`src/rtl/algo_mrnw_pkg.sv`:
```
// Shared types for the multi-port memory read-response path.
package algo_mrnw_pkg;

    // Read-response queue control state.
    typedef enum logic [0:0] {
        INIT = 1'b0,
        RUN  = 1'b1
    } state_t;

    // Data width of the default memory configuration.
    localparam int unsigned RSP_WIDTH = 32;

    // Response entry as stored in the FIFO: error flags above the data word.
    typedef struct packed {
        logic                 derr;
        logic                 serr;
        logic [RSP_WIDTH-1:0] data;
    } rsp_entry_t;

endpackage

```
`src/rtl/algo_sync_fifo.sv`:
```
// Synchronous FIFO holding read responses; pop is applied before push when full.
module algo_sync_fifo #(
    parameter int unsigned WIDTH   = 34,
    parameter int unsigned DEPTH   = 8,
    parameter int unsigned BITDPTH = 3
) (
    input  logic               clk,
    input  logic               rst,
    input  logic               push,
    input  logic [WIDTH-1:0]   pushData,
    input  logic               pop,
    output logic [WIDTH-1:0]   headData,
    output logic [BITDPTH:0]   level,
    output logic               full,
    output logic               empty
);

    localparam int unsigned CNT_W = BITDPTH + 1;

    logic [WIDTH-1:0]   mem [DEPTH];
    logic [BITDPTH-1:0] wrPtr;
    logic [BITDPTH-1:0] rdPtr;
    logic [CNT_W-1:0]   count;
    logic               doPush;
    logic               doPop;

    // Pointer increment that wraps at DEPTH even when DEPTH is not a power of two.
    function automatic logic [BITDPTH-1:0] nextPtr(input logic [BITDPTH-1:0] p);
        if (p == BITDPTH'(DEPTH - 1)) begin
            return '0;
        end
        return p + BITDPTH'(1);
    endfunction

    assign full   = (count == CNT_W'(DEPTH));
    assign empty  = (count == '0);
    assign doPop  = pop && !empty;
    assign doPush = push && (!full || doPop);
    assign level  = count;

    // Head is forced to zero while empty so stale storage never leaks out.
    assign headData = empty ? '0 : mem[rdPtr];

    // Storage array: written on accepted push, intentionally not reset.
    always_ff @(posedge clk) begin
        if (doPush) begin
            mem[wrPtr] <= pushData;
        end
    end

    // Pointers and occupancy.
    always_ff @(posedge clk or negedge rst) begin
        if (!rst) begin
            wrPtr <= '0;
            rdPtr <= '0;
            count <= '0;
        end else begin
            if (doPush) begin
                wrPtr <= nextPtr(wrPtr);
            end
            if (doPop) begin
                rdPtr <= nextPtr(rdPtr);
            end
            case ({doPush, doPop})
                2'b10:   count <= count + CNT_W'(1);
                2'b01:   count <= count - CNT_W'(1);
                default: count <= count;
            endcase
        end
    end

endmodule

```
`src/rtl/algo_1r6w_rd_rsp_queue.sv`:
```
// Read request/response front end for the 1r6w memory: credit-gated issue,
// fixed-latency return tracking and an in-order response FIFO.
module algo_1r6w_rd_rsp_queue
    import algo_mrnw_pkg::*;
#(
    parameter int unsigned WIDTH   = 32,
    parameter int unsigned BITADDR = 13,
    parameter int unsigned RD_LAT  = 3,
    parameter int unsigned DEPTH   = 8,
    parameter int unsigned BITDPTH = 3
) (
    input  logic               clk,
    input  logic               rst,
    input  logic               mem_ready,
    input  logic               req_vld,
    output logic               req_rdy,
    input  logic [BITADDR-1:0] req_adr,
    output logic               read,
    output logic [BITADDR-1:0] rd_adr,
    input  logic               rd_vld,
    input  logic [WIDTH-1:0]   rd_dout,
    input  logic               rd_serr,
    input  logic               rd_derr,
    output logic               rsp_vld,
    input  logic               rsp_rdy,
    output logic [WIDTH-1:0]   rsp_dout,
    output logic               rsp_serr,
    output logic               rsp_derr,
    output logic               err_unexp,
    output logic               err_ovf,
    output logic [BITDPTH:0]   level
);

    localparam int unsigned ENTRY_W = WIDTH + 2;
    localparam int unsigned CNT_W   = BITDPTH + 1;
    localparam int unsigned SUM_W   = BITDPTH + 2;

    state_t             stateQ;
    state_t             stateD;
    logic [CNT_W-1:0]   inflightQ;
    logic [RD_LAT-1:0]  expSr;
    logic [SUM_W-1:0]   creditSum;
    logic               creditOk;
    logic               rdExp;
    logic               rdUnexp;
    logic               fifoPop;
    logic               fifoFull;
    logic               fifoEmpty;
    logic [ENTRY_W-1:0] headData;

    // Reads in flight plus queued responses may never exceed the FIFO depth.
    assign creditSum = SUM_W'(inflightQ) + SUM_W'(level);
    assign creditOk  = (creditSum < SUM_W'(DEPTH));

    // A return is legitimate only if an issue sits at the RD_LAT tap.
    assign rdExp   = rd_vld && expSr[RD_LAT-1];
    assign rdUnexp = rd_vld && !expSr[RD_LAT-1];
    assign fifoPop = rsp_rdy && !fifoEmpty;

    // State register.
    always_ff @(posedge clk or negedge rst) begin
        if (!rst) begin
            stateQ <= INIT;
        end else begin
            stateQ <= stateD;
        end
    end

    // Next state plus pass-through issue to the memory read port.
    always_comb begin
        stateD  = stateQ;
        req_rdy = 1'b0;
        read    = 1'b0;
        rd_adr  = '0;
        case (stateQ)
            INIT: if (mem_ready) stateD = RUN;
            RUN:  if (!mem_ready && (inflightQ == '0)) stateD = INIT;
            default: stateD = INIT;
        endcase
        req_rdy = (stateQ == RUN) && mem_ready && creditOk;
        read    = req_vld && req_rdy;
        if (read) begin
            rd_adr = req_adr;
        end
    end

    // In-flight read count; an issue and a return in one cycle cancel out.
    always_ff @(posedge clk or negedge rst) begin
        if (!rst) begin
            inflightQ <= '0;
        end else begin
            case ({read, rdExp})
                2'b10:   inflightQ <= inflightQ + CNT_W'(1);
                2'b01:   inflightQ <= inflightQ - CNT_W'(1);
                default: inflightQ <= inflightQ;
            endcase
        end
    end

    // Expectation shift register marking the cycle each issued read returns.
    always_ff @(posedge clk or negedge rst) begin
        if (!rst) begin
            expSr <= '0;
        end else begin
            expSr[0] <= read;
            for (int unsigned i = 1; i < RD_LAT; i++) begin
                expSr[i] <= expSr[i-1];
            end
        end
    end

    // Sticky protocol error flags, cleared only by reset.
    always_ff @(posedge clk or negedge rst) begin
        if (!rst) begin
            err_unexp <= 1'b0;
            err_ovf   <= 1'b0;
        end else begin
            if (rdUnexp) begin
                err_unexp <= 1'b1;
            end
            if (rdExp && fifoFull && !fifoPop) begin
                err_ovf <= 1'b1;
            end
        end
    end

    algo_sync_fifo #(
        .WIDTH   (ENTRY_W),
        .DEPTH   (DEPTH),
        .BITDPTH (BITDPTH)
    ) u_rsp_fifo (
        .clk      (clk),
        .rst      (rst),
        .push     (rdExp),
        .pushData ({rd_derr, rd_serr, rd_dout}),
        .pop      (rsp_rdy),
        .headData (headData),
        .level    (level),
        .full     (fifoFull),
        .empty    (fifoEmpty)
    );

    assign rsp_vld  = !fifoEmpty;
    assign rsp_derr = headData[WIDTH+1];
    assign rsp_serr = headData[WIDTH];
    assign rsp_dout = headData[WIDTH-1:0];

endmodule

```
`config.mk`:
```
export PLATFORM = sky130hd
export DESIGN_NAME = algo_1r6w_rd_rsp_queue
export DESIGN_NICKNAME = d
export VERILOG_FILES = /design/src/rtl/algo_mrnw_pkg.sv /design/src/rtl/algo_sync_fifo.sv /design/src/rtl/algo_1r6w_rd_rsp_queue.sv
export SDC_FILE = /design/constraint.sdc
export NUM_CORES = 1
export LEC_CHECK = 0
export ABC_AREA = 1
export CORE_MARGIN = 1.5
export CORE_UTILIZATION = 33
export DETAILED_ROUTE_END_ITERATION = 16
export DONT_BUFFER_PORTS = 1
export GPL_ROUTABILITY_DRIVEN = 1
export GPL_TIMING_DRIVEN = 0
export PLACE_DENSITY_LB_ADDON = 0.08
export SYNTH_ARGS = -nofsm -noshare
export SYNTH_HDL_FRONTEND = slang
export SYNTH_SLANG_ARGS = --single-unit
```
`constraint.sdc`:
```
create_clock -name clk -period 6.4 [get_ports clk]
set_clock_uncertainty 0.2 [all_clocks]
set_input_delay 0.64 -clock clk [delete_from_list [all_inputs] [get_ports clk]]
set_output_delay 0.64 -clock clk [all_outputs]
set_load 0.01 [all_outputs]
```
==> results of run 1 <==
registers in the layout, summed over array words and instances, names as in the netlist:
register          flops
u_rsp_fifo.wrPtr      3
u_rsp_fifo.rdPtr      3
u_rsp_fifo.level      4
inflightQ             4
expSr                 3
stateQ                1
err_ovf               1
err_unexp             1
u_rsp_fifo.mem      272
report_power, final:
| group | switching (uW) | internal (uW) |
|---|---|---|
| combinational | 1510 | 638 |
| sequential | 81.2 | 2190 |
| clock | 739 | 1190 |
per-layer routing:
metal,wire [um],vias up,global-route usage (%)
met5,0,-,0
met4,550,0,4.02
met3,1580,39,3.68
met2,15200,152,29.1
met1,14600,3587,22.6
li1,-,3548,-
cells by family (layout without fill, tap and decap cells):
| logic type | after synthesis | count (layout) | synth area share (%) |
|---|---|---|---|
| flops | 292 | 292 | 72.4 |
| buf+inv | 92 | 164 | 4.11 |
| compound gates | 220 | 220 | 10.4 |
| simple gates | 346 | 346 | 11.1 |
| xor+xnor | 6 | 6 | 0.439 |
| fa+ha+maj | 14 | 14 | 1.53 |
per-stage QoR:
stage,area [um^2],utilization [%]
2_1_floorplan,12000,-
3_5_place_dp,12800,35.8
5_1_grt,13900,39.0
3_3_place_gp,12600,35.2
6_report,13900,39.0
4_1_cts,13900,39.0
worst max-delay path by stage:
stage,startpoint,endpoint,slack (ps),depth (start not counted)
global placement,rsp_rdy,u_rsp_fifo.mem[0][17],1350,5
CTS,u_rsp_fifo.rdPtr[1],rsp_dout[27],2970,6
floorplan,rd_vld,u_rsp_fifo.mem[0][0],3150,5
finish,u_rsp_fifo.rdPtr[1],rsp_dout[28],3070,6
global route,u_rsp_fifo.rdPtr[1],rsp_dout[28],2850,6
detailed placement,u_rsp_fifo.level[3],inflightQ[2],3410,12
cell type report:
class                   instances  area [um^2]  share of cell area (%)
flip-flops and latches        292         8670                    62.3
multi-input cells             586         2880                    20.7
clock buffers                  52          992                    7.13
well taps                     461          577                    4.14
plain buffers                  56          357                    2.56
repair buffers                 10          198                    1.42
inverters                      36          135                   0.971
clock inverters                10          121                   0.872
cell usage in the layout, fill, tap and decap left out, types with 2 or more instances in the layout:
cell type    n
dfrtp_1     20
buf_4        2
buf_2       19
buf_12       9
nand2_1     65
edfxtp_1   272
bufinv_16    3
o21ai_0    139
o22ai_1     34
o21ai_1      6
ha_1        13
clkbuf_1    29
clkinv_2     4
inv_1       35
o21bai_1     2
clkbuf_2     7
o211ai_1    33
clkbuf_16   37
buf_6       10
xor2_1       2
nand3_1      8
nor2_1     260
nor2_4       8
xnor2_1      4
or2_2        2
clkinv_1     3
==> impl_metrics.ini, run 1 <==
[worst_setup_path]
critical_path_class = flop to output port
cp_num_buf_inv = 2
cp_cell_sequence = inv_1 -> clkbuf_1 -> o21ai_0 -> o22ai_1 -> nor2_1 -> nor2_1
worstReg2RegStart = u_rsp_fifo.level[3]
reg2reg_to = inflightQ[2]
cp_top_family = buffers and inverters
slowest_stage = clkbuf_1
end_kind = output port
cp_common_cell = nor2_1
arrival_ps = 2490
critPathMaxFanout = 10
cpPeakStageDelay_ps = 560
r2r_cells = 12
crit_path_start_kind = flop
cp_data_required_time_ps = 5560
r2r_setup_slack_ps = 3430

[job]
maxCapViolCount = 0

[cells_and_area]
antenna_cells = 0
layout.nets = 1084
area_growth_pct = 16.3
fillerInstances = 3437
fin_cells = 1503
drive_gt1_share_pct = 10.6

[place]
hpwl_um = 20600
place.port_buffers = 0
gp_congestion = 0.708
preCtsSetupSlack_ps = 3410
placed_cells = 1439

[hold_path]
hold_path.class = input port to flop
holdPathStages = 1
hold_end = stateQ
min_from = mem_ready

[yosys]
ys_types = 34
synth_fp_nets = 1037
synth.most_common_cell = edfxtp_1
ys_ff_latch = 292
synth_ff_type = edfxtp_1
yosysTopAreaCell = edfxtp_1
synth_area_leaders = edfxtp_1 68%, nor2_1 8.4%, o21ai_0 5.8%
synth_common_cells = 272 x edfxtp_1, 268 x nor2_1, 139 x o21ai_0, 65 x nand2_1, 35 x inv_1
synth-seq-area-share_pct = 72.4
netlist_instances = 970
synth-edff-count = 272
synthArstFlopShare_pct = 6.85
ys_warn_count = 0
avgSynthCellArea_um2 = 12.3
synth_top_area_share_pct = 68.2
syn-cell-area_um2 = 12000

[timing]
setup_ws_ps = 3070
slew_headroom_pct = 48.3
tightest_slew_ps = 774
fmax_ghz = 0.300
rsz0062_at_grt = false
period_needed_ps = 3330
slew_viol_final = 0
hold_slack_ps = 25.3
finalHoldViolCount = 0
fin_crit_sh_pct = 52.0
finalSetupViolCount = 0
tns_ps = 0

[die]
ioPinCount = 109
dieArea_um2 = 37400
row_count = 69
core_area_um2 = 35700
start_util_pct = 33.6
die_y_um = 193
die_w_um = 193

[detailed_routing]
drt_iter0_drc = 322
vias_per_cell = 4.87
drc = 6
vias = 7326
dr.pass1.iters = 11
wl_per_cell_um = 21.3
finalWirelength_um = 31900
ant_nets = 0

[power]
p_per_area_nw_per_um2 = 456
p_leak_uw = 0.00490
peakVddDrop_mv = 0.182
p_total_uw = 6350

[grt]
grt_pass1_vias = 7462
antenna_found_initial = 0
grt_remaining_overflow = 0
grt_pass1_wl_um = 48100
grt_max_degree = 23
track_usage_pct = 17.2

[clocking]
cts_hold_buf = 2
postCtsResizedCells = 0
cts_buffers = 35
clk-insertion-delay-late_ps = 500
cts_root_buffer = clkbuf_16
clk_path_buf_depth = 3
clk_pin_slew_ps = 60
cts_setup_buffers = 0
htree_levels = 2
cts_sinks = 292
cts_tree = built

[run_status]
status = finished, violations left
violations = DRC
Note: power is estimated with default switching activity, not from simulation.
==> run 2, diff against run 1 <==
==> constraint.sdc (replaced) <==
create_clock -name clk -period 3.1 [get_ports clk]
set_clock_uncertainty 0.2 [all_clocks]
set_input_delay 0.31 -clock clk [delete_from_list [all_inputs] [get_ports clk]]
set_output_delay 0.31 -clock clk [all_outputs]
set_load 0.01 [all_outputs]
==> run 2 against run 1 <==
Against the previous run:
- the run still ends with DRC left
- total power increased by 110%
- non-clock buffer count rose by 37
- design area grew 2.8%
- cell count grew 2.5%
- routed wire length is 1.2% higher
- first-iteration DRC count rose by 5.6%
- core utilization rose by 1.1 points
- critical path depth did not move
==> impl_metrics.ini, run 2 (synthesis results as in run 1) <==
[die]
core_area_um2 = 35700
start_util_pct = 33.6
die_y_um = 193
die_w_um = 193
dieArea_um2 = 37400
ioPinCount = 109
row_count = 69

[clocking]
clk_path_buf_depth = 3
cts_buffers = 35
cts_tree = built
clk-insertion-delay-late_ps = 500
cts_setup_buffers = 0
htree_levels = 2
cts_root_buffer = clkbuf_16
cts_sinks = 292
clk_pin_slew_ps = 60

[cells_and_area]
area_growth_pct = 19.6
layout.nets = 1121
final_common_cell = edfxtp_1
fin_area_um2 = 14300
regMostFlops = u_rsp_fifo.mem
drive_gt1_share_pct = 10.5
fillerInstances = 3415
largest_register_ff_count = 272
final_cell_mix = 272 x edfxtp_1, 260 x nor2_1, 139 x o21ai_0

[timing]
fin_crit_sh_pct = 96.2
rsz0062_at_grt = false
finalSetupViolCount = 0
fmax_ghz = 0.335
tightest_slew_ps = 771
tns_ps = 0
finalHoldViolCount = 0
period_needed_ps = 2980
slew_headroom_pct = 48.5
slew_viol_final = 0

[place]
hpwl_um = 20600
place.port_buffers = 0
dpl-instance-area_um2 = 12800
gp_congestion = 0.708

[run_status]
status = finished, violations left
violations = DRC

[detailed_routing]
ant_nets = 0
drc = 6
vias = 7460
finalWirelength_um = 32300
dr.pass1.iters = 10
vias_per_cell = 4.84
drt_iter0_drc = 340
wl_per_cell_um = 21.0

[job]
maxCapViolCount = 0

[worst_setup_path]
critPathMaxFanout = 10
slowest_stage = clkbuf_1
cp_common_cell = nor2_1
arrival_ps = 2470
cp_data_required_time_ps = 2590
cpPeakStageDelay_ps = 510
cp_cell_sequence = inv_1 -> clkbuf_1 -> o21ai_0 -> o22ai_1 -> nor2_1 -> nor2_1
critical_path_class = flop to output port
end_kind = output port
crit_path_start_kind = flop

[hold_path]
hold_path.class = input port to async pin

[power]
peakVddDrop_mv = 0.392
p_clk_share_pct = 30.2
p_sw_uw = 4900
power_frac_seq_pct = 35.3
intPower_uw = 8330
combPwrFrac_pct = 34.5
p_sw_share_pct = 37.0
p_leak_uw = 0.00506
p_per_area_nw_per_um2 = 924

[grt]
track_usage_pct = 17.3
grt_pass1_wl_um = 48500
antenna_found_initial = 1
grt_pass1_vias = 7612
grt_remaining_overflow = 0
grt_max_degree = 23
## run 2: cell count changes in the layout (fill, tap and decap cells not counted), sizes merged
cell,change
diode,+1
dlygate4sd3,+37
## run 2: timing repair
action                                 CTS  global route
endpoints found under the hold margin  296             0
setup endpoints to repair                0            14
hold buffers                            39             0
resized for setup                        0             7
## run 2: power by group through the flow
stage          clock network, uW  registers, uW  logic, uW
2_1_floorplan                  0           4720       3020
3_3_place_gp                   0           4770       4480
3_5_place_dp                   0           4760       4550
4_1_cts                     4090           4680       4660
5_1_grt                     4230           4700       5150
6_report                    3990           4680       4570
## run 2: final timing paths
check                           cells after the start             endpoint                 from  slack (ps)
worst max-delay path                                6          rsp_dout[4]  u_rsp_fifo.rdPtr[1]         120
worst min-delay path                                2            err_unexp                  rst          40
worst max register to register                     12         inflightQ[2]  u_rsp_fifo.level[3]         180
worst min register to register                      0             expSr[1]             expSr[0]         150
max in group asynchronous                           2  u_rsp_fifo.level[1]                  rst        2500
min in group clk                                    3             expSr[0]              req_vld         140
## run 2: layout make-up
class                   instances  area, um^2  area share [%]
flip-flops and latches        292        8670            60.5
multi-input cells             586        2900            20.2
clock buffers                  52         992            6.93
well taps                     461         577            4.03
repair buffers                 47         568            3.97
plain buffers                  56         359            2.51
inverters                      36         135           0.944
clock inverters                10         121           0.848
diodes                          1        2.50          0.0175
## run 2: per-layer routing
metal  global-route usage [%]  part of all wire [%]  vias to the layer above
li1                         -                     -                     3629
met1                     22.9                    46                     3640
met2                     29.3                    47                      154
met3                     3.45                   4.7                       37
met4                     4.11                   1.6                        0
met5                        0                     0                        -
## run 2: metrics by stage
step / hold WS (ps) / setup WS [ps] / total power, uW / std cells / utilization [%]
global placement: -184 / -1910 / 9250 / 1431 / 35.2
global route: 39.2 / 8.97 / 14100 / 1541 / 40.2
detailed placement: -184 / 109 / 9320 / 1439 / 35.8
finish: 44.6 / 117 / 13200 / 1541 / 40.2
floorplan: -186 / 11.7 / 7740 / 970 / -
CTS: 36.3 / 4.21 / 13400 / 1540 / 40.1
## run 2: critical path, delay by kind of cell, from the launching register on
family / cells / cell delay (ps)
AO/OA/AOI/OAI: 2 / 330
AND/OR/NAND/NOR: 2 / 430
buffers and inverters: 2 / 790
flip-flops: 1 / 420
